$ cat config.mk
export PLATFORM = sky130hd
export DESIGN_NAME = ib_div_16x8_s0_l16
export DESIGN_NICKNAME = d
export VERILOG_FILES = /design/src/rtl/ib_div_16x8_s0_l16.sv
export SDC_FILE = /design/constraint.sdc
export NUM_CORES = 1
export LEC_CHECK = 0
export ABC_AREA = 1
export CAP_MARGIN = 40
export CORE_UTILIZATION = 50
export CTS_BUF_LIST = sky130_fd_sc_hd__clkbuf_8 sky130_fd_sc_hd__clkbuf_16
export DETAILED_ROUTE_END_ITERATION = 10
export PLACE_DENSITY = 0.7
export SYNTH_ARGS = -nofsm -noshare
export SYNTH_HDL_FRONTEND = slang
export SYNTH_SLANG_ARGS = --single-unit
$ cat constraint.sdc
create_clock -name i_clk -period 1.9 [get_ports i_clk]
set_input_delay 0.285 -clock i_clk [delete_from_list [all_inputs] [get_ports i_clk]]
set_output_delay 0.285 -clock i_clk [all_outputs]
set_load 0.03 [all_outputs]
$ cat src/rtl/ib_div_16x8_s0_l16.sv
// Sequential unsigned divider, 16-bit dividend by 8-bit divisor.
// Radix-2 restoring, one quotient bit per cycle, MSB first, 16 iterations.
module ib_div_16x8_s0_l16 (
   input  logic        i_clk,
   input  logic        i_nrst,
   input  logic        i_start,
   input  logic [15:0] i_n,
   input  logic [7:0]  i_d,
   output logic [15:0] o_q,
   output logic [7:0]  o_r,
   output logic        o_dz,
   output logic        o_busy,
   output logic        o_done
);

   typedef enum logic [1:0] {
      IDLE = 2'd0,
      RUN  = 2'd1,
      FIN  = 2'd2
   } state_t;

   state_t      state_q, state_d;
   logic [3:0]  cnt_q, cnt_d;
   logic [15:0] n_sr_q, n_sr_d;
   logic [7:0]  d_reg_q, d_reg_d;
   logic [8:0]  r9_q, r9_d;
   logic [15:0] q_sr_q, q_sr_d;
   logic [15:0] q_q, q_d;
   logic [7:0]  r_q, r_d;
   logic        dz_q, dz_d;
   logic        busy_q, busy_d;
   logic        done_q, done_d;

   logic [8:0]  t;
   logic        qbit;
   logic [8:0]  r_next;
   logic [15:0] q_next;
   logic        dz_now;

   // One restoring step: trial-subtract divisor from shifted partial remainder
   always_comb begin
      t      = {r9_q[7:0], n_sr_q[15]};
      qbit   = (t >= {1'b0, d_reg_q});
      r_next = qbit ? (t - {1'b0, d_reg_q}) : t;
      q_next = {q_sr_q[14:0], qbit};
      dz_now = (d_reg_q == 8'd0);
   end

   // Next-state: start (always wins, also aborts), iterate, publish result
   always_comb begin
      state_d = state_q;
      cnt_d   = cnt_q;
      n_sr_d  = n_sr_q;
      d_reg_d = d_reg_q;
      r9_d    = r9_q;
      q_sr_d  = q_sr_q;
      q_d     = q_q;
      r_d     = r_q;
      dz_d    = dz_q;
      busy_d  = busy_q;
      done_d  = 1'b0;
      if (i_start) begin
         state_d = RUN;
         cnt_d   = 4'd0;
         n_sr_d  = i_n;
         d_reg_d = i_d;
         r9_d    = 9'h0;
         q_sr_d  = 16'h0;
         busy_d  = 1'b1;
      end else begin
         unique case (state_q)
            RUN: begin
               n_sr_d = {n_sr_q[14:0], 1'b0};
               r9_d   = r_next;
               q_sr_d = q_next;
               cnt_d  = cnt_q + 4'd1;
               if (cnt_q == 4'd15) begin
                  state_d = FIN;
                  busy_d  = 1'b0;
                  done_d  = 1'b1;
                  dz_d    = dz_now;
                  q_d     = dz_now ? 16'hFFFF : q_next;
                  r_d     = r_next[7:0];
               end
            end
            FIN:     state_d = IDLE;
            IDLE:    state_d = IDLE;
            default: state_d = IDLE;
         endcase
      end
   end

   // State and registered outputs
   always_ff @(posedge i_clk or negedge i_nrst) begin
      if (!i_nrst) begin
         state_q <= IDLE;
         cnt_q   <= 4'd0;
         n_sr_q  <= 16'h0;
         d_reg_q <= 8'h0;
         r9_q    <= 9'h0;
         q_sr_q  <= 16'h0;
         q_q     <= 16'h0;
         r_q     <= 8'h0;
         dz_q    <= 1'b0;
         busy_q  <= 1'b0;
         done_q  <= 1'b0;
      end else begin
         state_q <= state_d;
         cnt_q   <= cnt_d;
         n_sr_q  <= n_sr_d;
         d_reg_q <= d_reg_d;
         r9_q    <= r9_d;
         q_sr_q  <= q_sr_d;
         q_q     <= q_d;
         r_q     <= r_d;
         dz_q    <= dz_d;
         busy_q  <= busy_d;
         done_q  <= done_d;
      end
   end

   assign o_q    = q_q;
   assign o_r    = r_q;
   assign o_dz   = dz_q;
   assign o_busy = busy_q;
   assign o_done = done_q;

endmodule
==> summary.md, run 1 <==
The average instance in the mapped netlist occupies 8.923 µm². For this run, the leading register cell type out of synthesis is dfrtp_1. The run finished with clean final reports. The tightest min-delay check is of the in2async type. STA classifies the critical path endpoint as a register. Measured along the y axis, the die boundary spans 87.64 µm. The worst-margin pin slew is 0.4894 ns. The length of the first detailed-routing pass in iterations came out at 4. TritonCTS built the clock tree. Entering global routing, the biggest net connects 61 pins.

In the final design database the tool counted 506 nets. The clock transition at the register clock pins on the worst setup and hold paths after CTS was 0.08 ns; the sequential area share after synthesis was 54.59%. The post-detailed-route wirelength per cell was 13.52 µm. By area the synthesized netlist is led by dfrtp_1 (55%), nand2_1 (12%), inv_1 (5.1%). dfrtp_1 takes more of the synthesized area than any other cell. Once the floorplan was initialized, standard cells occupied 52.81% of the core. Registers take 2003 µm². Synthesis produced a netlist with a net count of 448. HPWL reported at the end of detailed placement: 5223 µm. The run gives 80 as the number of clock sinks seen by CTS.

For this run, asynchronously set or reset flops after synthesis account for 100.0%. In this run, distinct cell masters in the synthesized netlist total 34. The count of boundary I/O pins came out at 54.

The tools report the upper clock frequency limit as 561.5 MHz. 0 antenna diodes ended up in the layout. Max-cap violations in this run came to 0. The critical register-to-register path startpoint was r9_q[1]. Worst setup path startpoint: r9_q[1]. Cells with a size suffix above 1 make up 12.03% of the layout. Leakage power of the design: 0.002242 µW.

The floorplan step defined a die boundary enclosing 7681 µm². For the worst setup path, the data arrival time is 2.07 ns. The power density relative to cell area was 999.9 nW/µm²; the number of hold violations in the final report was 0.

After detailed placement, the total cell area comes to 4282 µm². Routability-driven placement finished with a final weighted congestion of 0.8731. Global-route usage over all layers: 22.56%. STA classifies the critical path startpoint as a register.

The worst pin sits at a relative slew slack of 67.32%. For the number of buffers between clock root and the deepest sink, the log shows 2. The cell sitting at the root of the clock tree is a clkbuf_8. The largest voltage drop on the vdd net is 0.5482 mV, and the design area is 4614 µm².

Measured in cells, the most critical reg-to-reg path has a length of 11. The count of routing violations after the opening detailed-route iteration is 197, and the number of vias per cell after detailed routing is 5.091. The filler cells instantiated in the layout total 539.

The logs give 3667 µm² for the netlist area before placement and 1440 µm² for the combined area of the multi-input logic cells. For the via count of the first global-routing pass, the log shows 2900. For this run, the number of Yosys warnings is 0. For the remaining design rule violation count, the log shows 0. Summed over all layers, the global routing overflow is 0. Clock skew on the completed layout was measured at 0.01096 ns.

The floorplan has 30 rows. Time the worst path needs with I/O delays and setup: 1.781 ns. The initial antenna violation count is 0. At the worst endpoint, the required time is 2.19 ns. The detail route stage leaves a number of antenna-violating nets equal to 0.

The kind of critical path was reg2reg. Of all nets on the critical path, the largest fanout is 9. The post-route fraction of the period consumed by the critical path came out at 93.73%. Input and output buffers added on the ports amount to 53. The overall die width was 87.64 µm. The synthesis-to-layout area growth was 25.83%; the post-synthesis instance total was 411. The final layout contains routed wiring with a total length of 7708 µm. The first global-routing pass estimated 13240 µm of wire. Setup total negative slack on the finished layout was measured at 0 ns. In this run the top signal layer used is met4.

The number of synthesized flops with an enable pin works out to 0. The number of synthesized register bits was 80; the CTS H-tree depth was 3. In the detailed route, the total length drawn on met3 is 297 µm.

Detailed routing inserted a total of 2902 vias. The insertion delay to the later sink of the worst-skew pair was 0.35 ns; the total routed wire length on the met1 layer was 3674 µm. In this run, CTS created clock tree buffers numbering 9.

Setup violations remaining at the end of the flow were counted as 0. The floorplan step defined a core boundary enclosing 6944 µm². The utilization after layout is 66.45%. Number of max-slew violations in the final report: 0. The top-area cell type share of the netlist area is 54.59%, and the setup slack of the most critical reg-to-reg path is 0.12 ns. Wire segments on met2 add up to 3679 µm in the final route.
## what timing repair did
action                     CTS  global route
setup endpoints to repair    0            17
buffers inserted             0             1
hold buffers                 1             0
hold endpoints to repair    20             0
gates resized for setup      0            15
## through the flow
stage                     cells  power [µW]  hold WS, ns  worst slack, ns
after global placement      551        3019       0.1919          0.06990
after global routing        570        4897       0.3755         -0.01842
final                       570        4614       0.3639           0.1191
after CTS                   568        4511       0.3618          0.05502
after floorplan             411        2759     -0.01059           0.2683
after detailed placement    551        3048       0.1925          0.01833
## state kept, by name, indices dropped and copies added (netlist names)
| name | count |
|---|---|
| d_reg_q | 8 |
| q_sr_q | 15 |
| cnt_q | 4 |
| state_q | 2 |
| o_done | 1 |
| n_sr_q | 16 |
| o_busy | 1 |
| o_q | 16 |
| o_dz | 1 |
| o_r | 8 |
| r9_q | 8 |
## layer usage
| metal | track usage (%) | vias up |
|---|---|---|
| li1 | - | 1447 |
| met1 | 30.54 | 1391 |
| met2 | 36.43 | 57 |
| met3 | 5.372 | 7 |
| met4 | 6.557 | 0 |
| met5 | 0 | - |
## worst paths after layout
check / to
worst max-delay path: o_r[7]
worst min-delay path: r9_q[6]
worst max register to register: o_r[7]
worst min register to register: o_r[6]
max in group asynchronous: r9_q[4]
min in group i_clk: o_r[6]
## synthesized netlist by cell type (all sizes together) (2+ instances only)
| cell | number |
|---|---|
| a21oi | 20 |
| buf | 9 |
| clkbuf | 6 |
| dfrtp | 80 |
| ha | 9 |
| inv | 55 |
| nand2 | 123 |
| nand3 | 22 |
| nand3b | 2 |
| nand4 | 3 |
| nor2 | 30 |
| nor3 | 2 |
| o211ai | 8 |
| o21ai | 13 |
| o221ai | 6 |
| o22ai | 15 |
| xor2 | 2 |
## kinds of logic after synthesis
logic type	count (synthesis)	synth area share [%]
buffers and inverters	71	8.290
adder cells (fa/ha/maj)	10	3.617
AO/OA/AOI/OAI	64	10.75
flip-flops	80	54.59
XOR/XNOR	3	0.7166
AND/OR/NAND/NOR	183	22.04
## cell type report
cell class                 instances  share of cell area, %
inverter                          56                  4.610
clock buffer                      10                  2.983
multi-input combinational        261                  31.21
clock inverter                     6                  2.115
tap                               96                  2.603
sequential                        80                  43.41
timing repair buffer              61                  13.07
## cells in the final DEF (no fill, tap or decap), types with 2 or more instances in the layout
cell,Yosys,routed
nand3_1,22,22
nor3_2,2,2
inv_6,0,2
bufinv_16,0,2
ha_4,0,5
o221ai_1,6,6
nand2_4,3,3
nor2_1,25,24
nand4_1,3,3
buf_4,2,7
ha_1,9,4
clkdlybuf4s50_1,0,52
nand3b_1,2,2
nor2_4,2,3
xor2_1,2,2
nor2_2,2,3
dfrtp_1,80,79
o22ai_1,15,15
inv_1,50,45
o21ai_0,12,12
nand2_2,2,2
a21oi_1,19,19
inv_2,4,9
clkbuf_8,0,10
o211ai_1,8,8
nand2_1,118,118
## where the power goes
group          switching [µW]  internal [µW]
clock network             650            797
logic                     763            494
registers                93.7           1820
total                    1510           3110
## critical path: stages, from the launching register on
cell and delay [ns]:
dfrtp_1 0.43, ha_4 0.33, nand2_1 0.07, nor2_2 0.15, nand2_1 0.10, nor2_4 0.15, nor2_4 0.09, nand2_4 0.13
nand2_1 0.07, nand2_1 0.07, nand2_1 0.06, nand2_1 0.07
(Power assumes the default switching activity.)
==> run 2: changes to the inputs <==
--- a/config.mk
+++ b/config.mk
@@ -7,10 +7,10 @@
 export LEC_CHECK = 0
 export ABC_AREA = 1
 export CAP_MARGIN = 40
-export CORE_UTILIZATION = 50
+export CORE_UTILIZATION = 47
 export CTS_BUF_LIST = sky130_fd_sc_hd__clkbuf_8 sky130_fd_sc_hd__clkbuf_16
 export DETAILED_ROUTE_END_ITERATION = 10
-export PLACE_DENSITY = 0.7
+export PLACE_DENSITY = 0.67
 export SYNTH_ARGS = -nofsm -noshare
 export SYNTH_HDL_FRONTEND = slang
 export SYNTH_SLANG_ARGS = --single-unit
==> run 2 against run 1 <==
Effect of this change:
- sequential power about the same
- sequential share of layout area is 0.23 points lower
- utilization shrank 3.9 points
- cell area is 0.46% higher
- die area increased by 6.2%
- clock skew shrank 0.0032 ns
- flip-flop and latch count did not move
- largest cell class unchanged
- worst setup slack better by 0.012 ns
- via count decreased by 0.48%
- global-route usage decreased by 2.4 points
- combinational power barely moved
==> summary.md, run 2 (synthesis gave the netlist of run 1 again) <==
The total die area was 8160 µm²; the headroom to the max-slew limit was 60.66%. The run gives 0.002260 µW as the leakage power of the design. TritonCTS created 9 clock buffers. In the final timing run, aggregate negative setup slack is 0 ns.

The area of the core region was 7408 µm². Across every metal layer, demand over resource in global routing totals 20.11%. From left edge to right edge, the die measures 90.33 µm.

Global routing used 3.030% of the available met3 tracks. The worst setup path is of the reg2reg kind. Leaving out fill and tap cells, the most frequent cells in the layout are nand2_1 (118), dfrtp_1 (80), clkdlybuf4s50_1 (52).

The CTS H-tree depth was 3; the layout net count was 509. The repair_antennas step left the layout with diodes totalling 0. For this run, the share of the core covered by cells in the final layout is 62.57%. Relative to the synthesized area, the layout overhead comes to 26.41%. VDD sags by at most 0.4582 mV. The tools report the number of hold violations in the final report as 0.

The logs give 4 for the length of the first detailed-routing pass in iterations and 2 for the number of buffers between clock root and the deepest sink. In the routed layout, each cell is associated on average with a via count of 5.014. The height of the chip was 90.33 µm; the setup-violating endpoint count in the final report was 0.

TritonCTS built the clock tree. Hold is met by 0.4758 ns. The flow ran to the end, and the final reports show no timing, DRC or antenna violations.

The tools report the count of boundary I/O pins as 54. For this block, the via count after detailed routing is 2888. The number of routed nets with antenna violations is 0. The run gives 0.9194 as the final weighted congestion in routability-driven placement. Type of element launching the critical path: a register. The via count of the first global-routing pass is 2792, and the wire length of the first global-routing pass is 13060 µm. In this run the power density over the cells is 996.5 nW/µm². For this run the aggregate overflow at the end of global routing stands at 0.

The global routing stage identified its most utilized layer as met2. The worst hold path belongs to the class in2async. The logs give 0 for the number of max-slew violations in the final report and 7645 µm for the aggregate routed wire length. For the final standard cell count with taps included and fillers excluded, the log shows 576. The post-detailed-route wirelength per cell is 13.27 µm. The final worst clock skew was 0.007780 ns; the worst-margin pin slew was 0.5901 ns. The data required time of the worst path was 2.14 ns; the initial antenna violation count was 0. Type of destination of the critical path: a register.

In this run, placement finished with an instance count of 556. The library cell used most frequently in the layout, excluding fill and tap cells, is nand2_1. The cell sitting at the root of the clock tree is a clkbuf_8.

In the global route stage, met2 resource usage came out at 31.62%. Insertion delay to the later sink of the worst-skew pair: 0.35 ns. Based on the critical path, the design can be clocked at up to 565.3 MHz. The critical-path maximum fanout is 7, and the HPWL reported at the end of detailed placement is 5192 µm. The remaining design rule violation count was 0; the clock transition at the register clock pins on the worst setup and hold paths after CTS was 0.09 ns. The tools report the global-route track usage on met1 as 28.70%. The detailed router finished its first iteration with 142 violations.

The initialized floorplan defines 31 standard-cell rows. At the worst endpoint, the arrival time is 2.01 ns. The number of clock sinks seen by CTS is 80, and the number of buffer cells added on primary ports is 53.

The proportion of layout cells with a drive suffix above 1 was 12.58%; the time the worst path needs with I/O delays and setup was 1.769 ns. The tool flagged a number of max-cap violations equal to 0. Entering global routing, the biggest net connects 46 pins. The initial utilization of the core area, before any placement, comes to 49.50%.

Of the available clock period, the critical path in the final layout requires 93.11%.
[run 2: critical path, stage by stage (launching register included)]
cell and delay, ns:
dfrtp_1 0.41, ha_1 0.32, inv_1 0.11, nor2_1 0.05, nand2_1 0.08, nor2_2 0.05
nor2_4 0.22, buf_4 0.17, nand3_1 0.10, nand3_1 0.11, nand2_1 0.05
[run 2: area by class of cell]
cell class	instances	area (µm²)
Fill cell	632	2773
Sequential cell	80	2002
Multi-Input combinational cell	260	1429
Timing Repair Buffer	65	633.1
Inverter	56	212.7
Clock buffer	10	137.6
Tap cell	99	123.9
Clock inverter	6	97.59
[run 2: final timing paths]
| kind | startpoint | endpoint | slack [ns] | cells after the start |
|---|---|---|---|---|
| max in group asynchronous | i_nrst | r9_q[7] | 0.85 | 3 |
| setup / recovery | r9_q[6] | r9_q[0] | 0.13 | 10 |
| hold reg to reg | cnt_q[3] | cnt_q[3] | 0.48 | 1 |
| hold / removal | i_nrst | o_r[5] | 0.48 | 2 |
| min in group i_clk | cnt_q[3] | cnt_q[3] | 0.48 | 1 |
| setup reg to reg | r9_q[6] | r9_q[0] | 0.13 | 10 |
[run 2: repair_timing]
action | 4_1_cts | 5_1_grt
hold endpoints to repair | 43 | 0
setup endpoints to repair | 0 | 18
hold buffers | 1 | 0
setup buffers | 0 | 3
gates resized for setup | 0 | 14
[run 2: layer usage]
metal | vias to the layer above | share of wire, %
li1 | 1450 | -
met1 | 1368 | 48
met2 | 59 | 48
met3 | 11 | 3.0
met4 | 0 | 1.4
met5 | - | 0
[run 2: where the power goes]
| part | internal, µW | leakage (µW) | switching [µW] |
|---|---|---|---|
| clock network | 797 | 0.000119 | 652 |
| logic | 519 | 0.00108 | 742 |
| registers | 1820 | 0.00106 | 93.6 |
[run 2: through the flow]
step / cell area (µm²) / total power, µW / setup slack, ns
finish: 4636 / 4620 / 0.1309
CTS: 4546 / 4524 / 0.06547
detailed placement: 4300 / 3066 / 0.04409
floorplan: 3667 / 2759 / 0.2683
global placement: 4300 / 3045 / 0.06659
global route: 4636 / 4907 / -0.02532
==> run 3: changes to the inputs <==
--- a/config.mk
+++ b/config.mk
@@ -7,10 +7,11 @@
 export LEC_CHECK = 0
 export ABC_AREA = 1
 export CAP_MARGIN = 40
-export CORE_UTILIZATION = 47
+export CORE_UTILIZATION = 49
 export CTS_BUF_LIST = sky130_fd_sc_hd__clkbuf_8 sky130_fd_sc_hd__clkbuf_16
 export DETAILED_ROUTE_END_ITERATION = 10
-export PLACE_DENSITY = 0.67
+export DONT_BUFFER_PORTS = 1
+export PLACE_DENSITY = 0.6
 export SYNTH_ARGS = -nofsm -noshare
 export SYNTH_HDL_FRONTEND = slang
 export SYNTH_SLANG_ARGS = --single-unit
==> run 3 against run 2 <==
Effect of this change:
- the run now ends with negative hold slack left
- cell area shrank 13%
- worst hold slack lost 0.84 ns
- flip-flop and latch count is the same
- power is 2.5% lower
- critical path type unchanged
- critical endpoint is now o_r[0]
==> summary.md, run 3 (synthesis gave the netlist of run 1 again) <==
The tools report the pin count of the biggest net entering global routing as 81. The routed layout has 2688 vias. The number of cells in the design after placement was 496; the combinational fraction of design power was 25.2%.

The count of boundary I/O pins was 54. The slack of the critical path was 0.1222 ns. The critical-path maximum fanout is 9. The final layout contains routed wiring with a total length of 7468 µm. The flow ran to the end, but the final reports show violations.

The congestion estimate from routability-driven global placement came to 0.8252. The most common library cell in the layout ignoring fill and taps was nand2_1. The tool flagged a number of max-cap violations equal to 0.

Initial antenna violation count: 0. The worst register-to-register path begins at r9_q[4]. TritonCTS created 9 clock buffers. 0 antenna diodes ended up in the layout. For this run, the top clock speed supported by timing is 562.5 MHz. The run gives 1379 µW as the switching power. Port buffering added 0 buffers. For the worst setup path, the data required time is 2.14 ns. After routing the design area is 4036 µm².

For this run, design rule violations remaining after detail routing come to 0. After floorplanning, the core was sized to cover 7253 µm². The tools report the master cell of the clock root buffer as clkbuf_8. The clock network fraction of total power was 32.3%; the setup-violating endpoint count in the final report was 0. The total die area was 7834 µm².

Number of buffers between clock root and the deepest sink: 2. The post-route fraction of the period consumed by the critical path is 93.57%. The number of max-slew violations in the final report was 0. The proportion of total power due to net switching is 30.63%. The tools report the type of element launching the critical path as a register. The initial utilization of the core area, before any placement, comes to 50.56%. The wire-length estimate of the detail-placed layout is 4965 µm. The data arrival time of the critical path is 2.02 ns, and the sequential group share of total power is 42.5%.

The most critical setup path has its startpoint at r9_q[4]. Timing analysis after detailed placement gives a worst setup slack of 0.06027 ns. In this run the worst hold path is classified as in2async. TritonCTS built the clock tree. The headroom to the max-slew limit is 69.89%, and the final standard cell count with taps included and fillers excluded is 515. The logs give 0.34 ns for the insertion delay to the later sink of the worst-skew pair and 12310 µm for the wire length of the first global-routing pass. The checks that failed: negative hold slack.

The via count of the first global-routing pass came out at 2614. The height of the chip came out at 88.51 µm. The setup path with the least slack is of type reg2reg. The number of vias per cell after detailed routing came out at 5.219.

For this run the aggregate overflow at the end of global routing stands at 0. In this run the power density over the cells is 1115 nW/µm². In the final routed layout, each cell accounts on average for 14.50 µm.

For the pin with the worst max-slew slack, the measured transition is 0.4510 ns. The run gives 0.4890 mV as the largest voltage drop on the vdd net. The logs give -0.3679 ns for the final worst hold slack and 80 for the number of clock sinks seen by CTS. The area growth from synthesis to layout is 10.06%. Overall die width: 88.51 µm.

The proportion of layout cells with a drive suffix above 1 is 11.54%. The tools report the type of destination of the critical path as a register. The internal power summed over all cells is 3123 µW, and the global-route usage over all layers is 21.02%. Final sum of negative setup slack: 0 ns. The final layout contains 449 nets.

The number of routed nets with antenna violations came out at 0. The tools report the number of hold violations in the final report as 80. The H-tree was split into 3 levels.

The time the worst path needs with I/O delays and setup is 1.778 ns. The library cells used most frequently in the layout, excluding fill and tap cells, are nand2_1 (118), dfrtp_1 (80), inv_1 (47). Summed over all cells, the static leakage comes to 0.002026 µW. The number of fill cells in the layout is 680. The final worst clock skew was 0.01011 ns. The clock transition at the register clock pins on the worst setup and hold paths after CTS came out at 0.08 ns. After the first detailed-routing iteration, the DRC count stood at 140. The first detailed-routing pass took 4 iterations.

For the post-detailed-placement cell area, the log shows 3707 µm². Row generation in the floorplan step produced 31 rows.
==> run 3: cell count changes in the layout (fill, tap and decap cells not counted), moves of 2 or more <==
cell | previous run | this run
clkinv_2 | 0 | 2
buf_4 | 11 | 4
inv_1 | 44 | 47
clkdlybuf4s50_1 | 52 | 0
nor2_4 | 2 | 4
inv_6 | 2 | 0
inv_2 | 10 | 6
==> run 3: path summary, 6_finish.rpt <==
check | slack (ns) | depth (start not counted) | endpoint
max | 0.12 | 10 | o_r[0]
min | -0.37 | 0 | d_reg_q[7]
max reg2reg | 0.12 | 10 | o_r[0]
min reg2reg | 0.48 | 1 | cnt_q[3]
max in group asynchronous | 2.15 | 0 | n_sr_q[3]
min in group i_clk | 0.06 | 1 | d_reg_q[4]
==> run 3: per-stage QoR <==
stage / power (µW) / hold WS, ns / util (%)
finish: 4502 / -0.3679 / 55.65
global route: 4797 / -0.3957 / 55.65
CTS: 4428 / -0.3915 / 54.32
detailed placement: 2956 / -0.007844 / 51.11
global placement: 2936 / -0.008399 / 51.11
floorplan: 2759 / -0.01059 / -
==> run 3: power by group through the flow <==
stage | Clock, µW | Sequential [µW] | Combinational, µW
final | 1460 | 1910 | 1130
after global routing | 1570 | 1920 | 1310
after CTS | 1500 | 1900 | 1030
after detailed placement | 0 | 1930 | 1030
after global placement | 0 | 1930 | 1000
after floorplan | 0 | 1900 | 855
==> run 3: metal layers <==
layer / share of wire (%) / GRT usage [%] / vias up / wire [µm]
met5: 0 / 0 / - / 0
li1: - / - / 1326 / -
met1: 45 / 27.23 / 1300 / 3327
met2: 50 / 33.92 / 54 / 3702
met3: 4.6 / 4.291 / 8 / 344
met4: 1.2 / 10.12 / 0 / 93
==> run 3: repair_timing <==
item,4_1_cts,5_1_grt
buffers inserted,0,3
resized for setup,0,14
endpoints found under the hold margin,80,80
setup endpoints to repair,0,52
==> run 3: worst max-delay path: stages, from the launching register on <==
cell and delay, ns:
dfrtp_1 0.46, ha_4 0.32, nand2_1 0.07, nor2_2 0.14
nand2_1 0.10, nor2_4 0.14, nor2_4 0.08, nand2_4 0.12
nand2_1 0.08, nand3_1 0.10, nand2_1 0.06
==> run 3: final cells by class <==
class                   count  area, µm²  share of cell area [%]
multi-input cells         261       1433                   35.49
flip-flops and latches     80       2002                   49.60
clock buffers               9      123.9                   3.069
well taps                  99      123.9                   3.069
repair buffers              4      30.03                  0.7440
clock inverters             6      108.9                   2.697
inverters                  56      215.2                   5.332
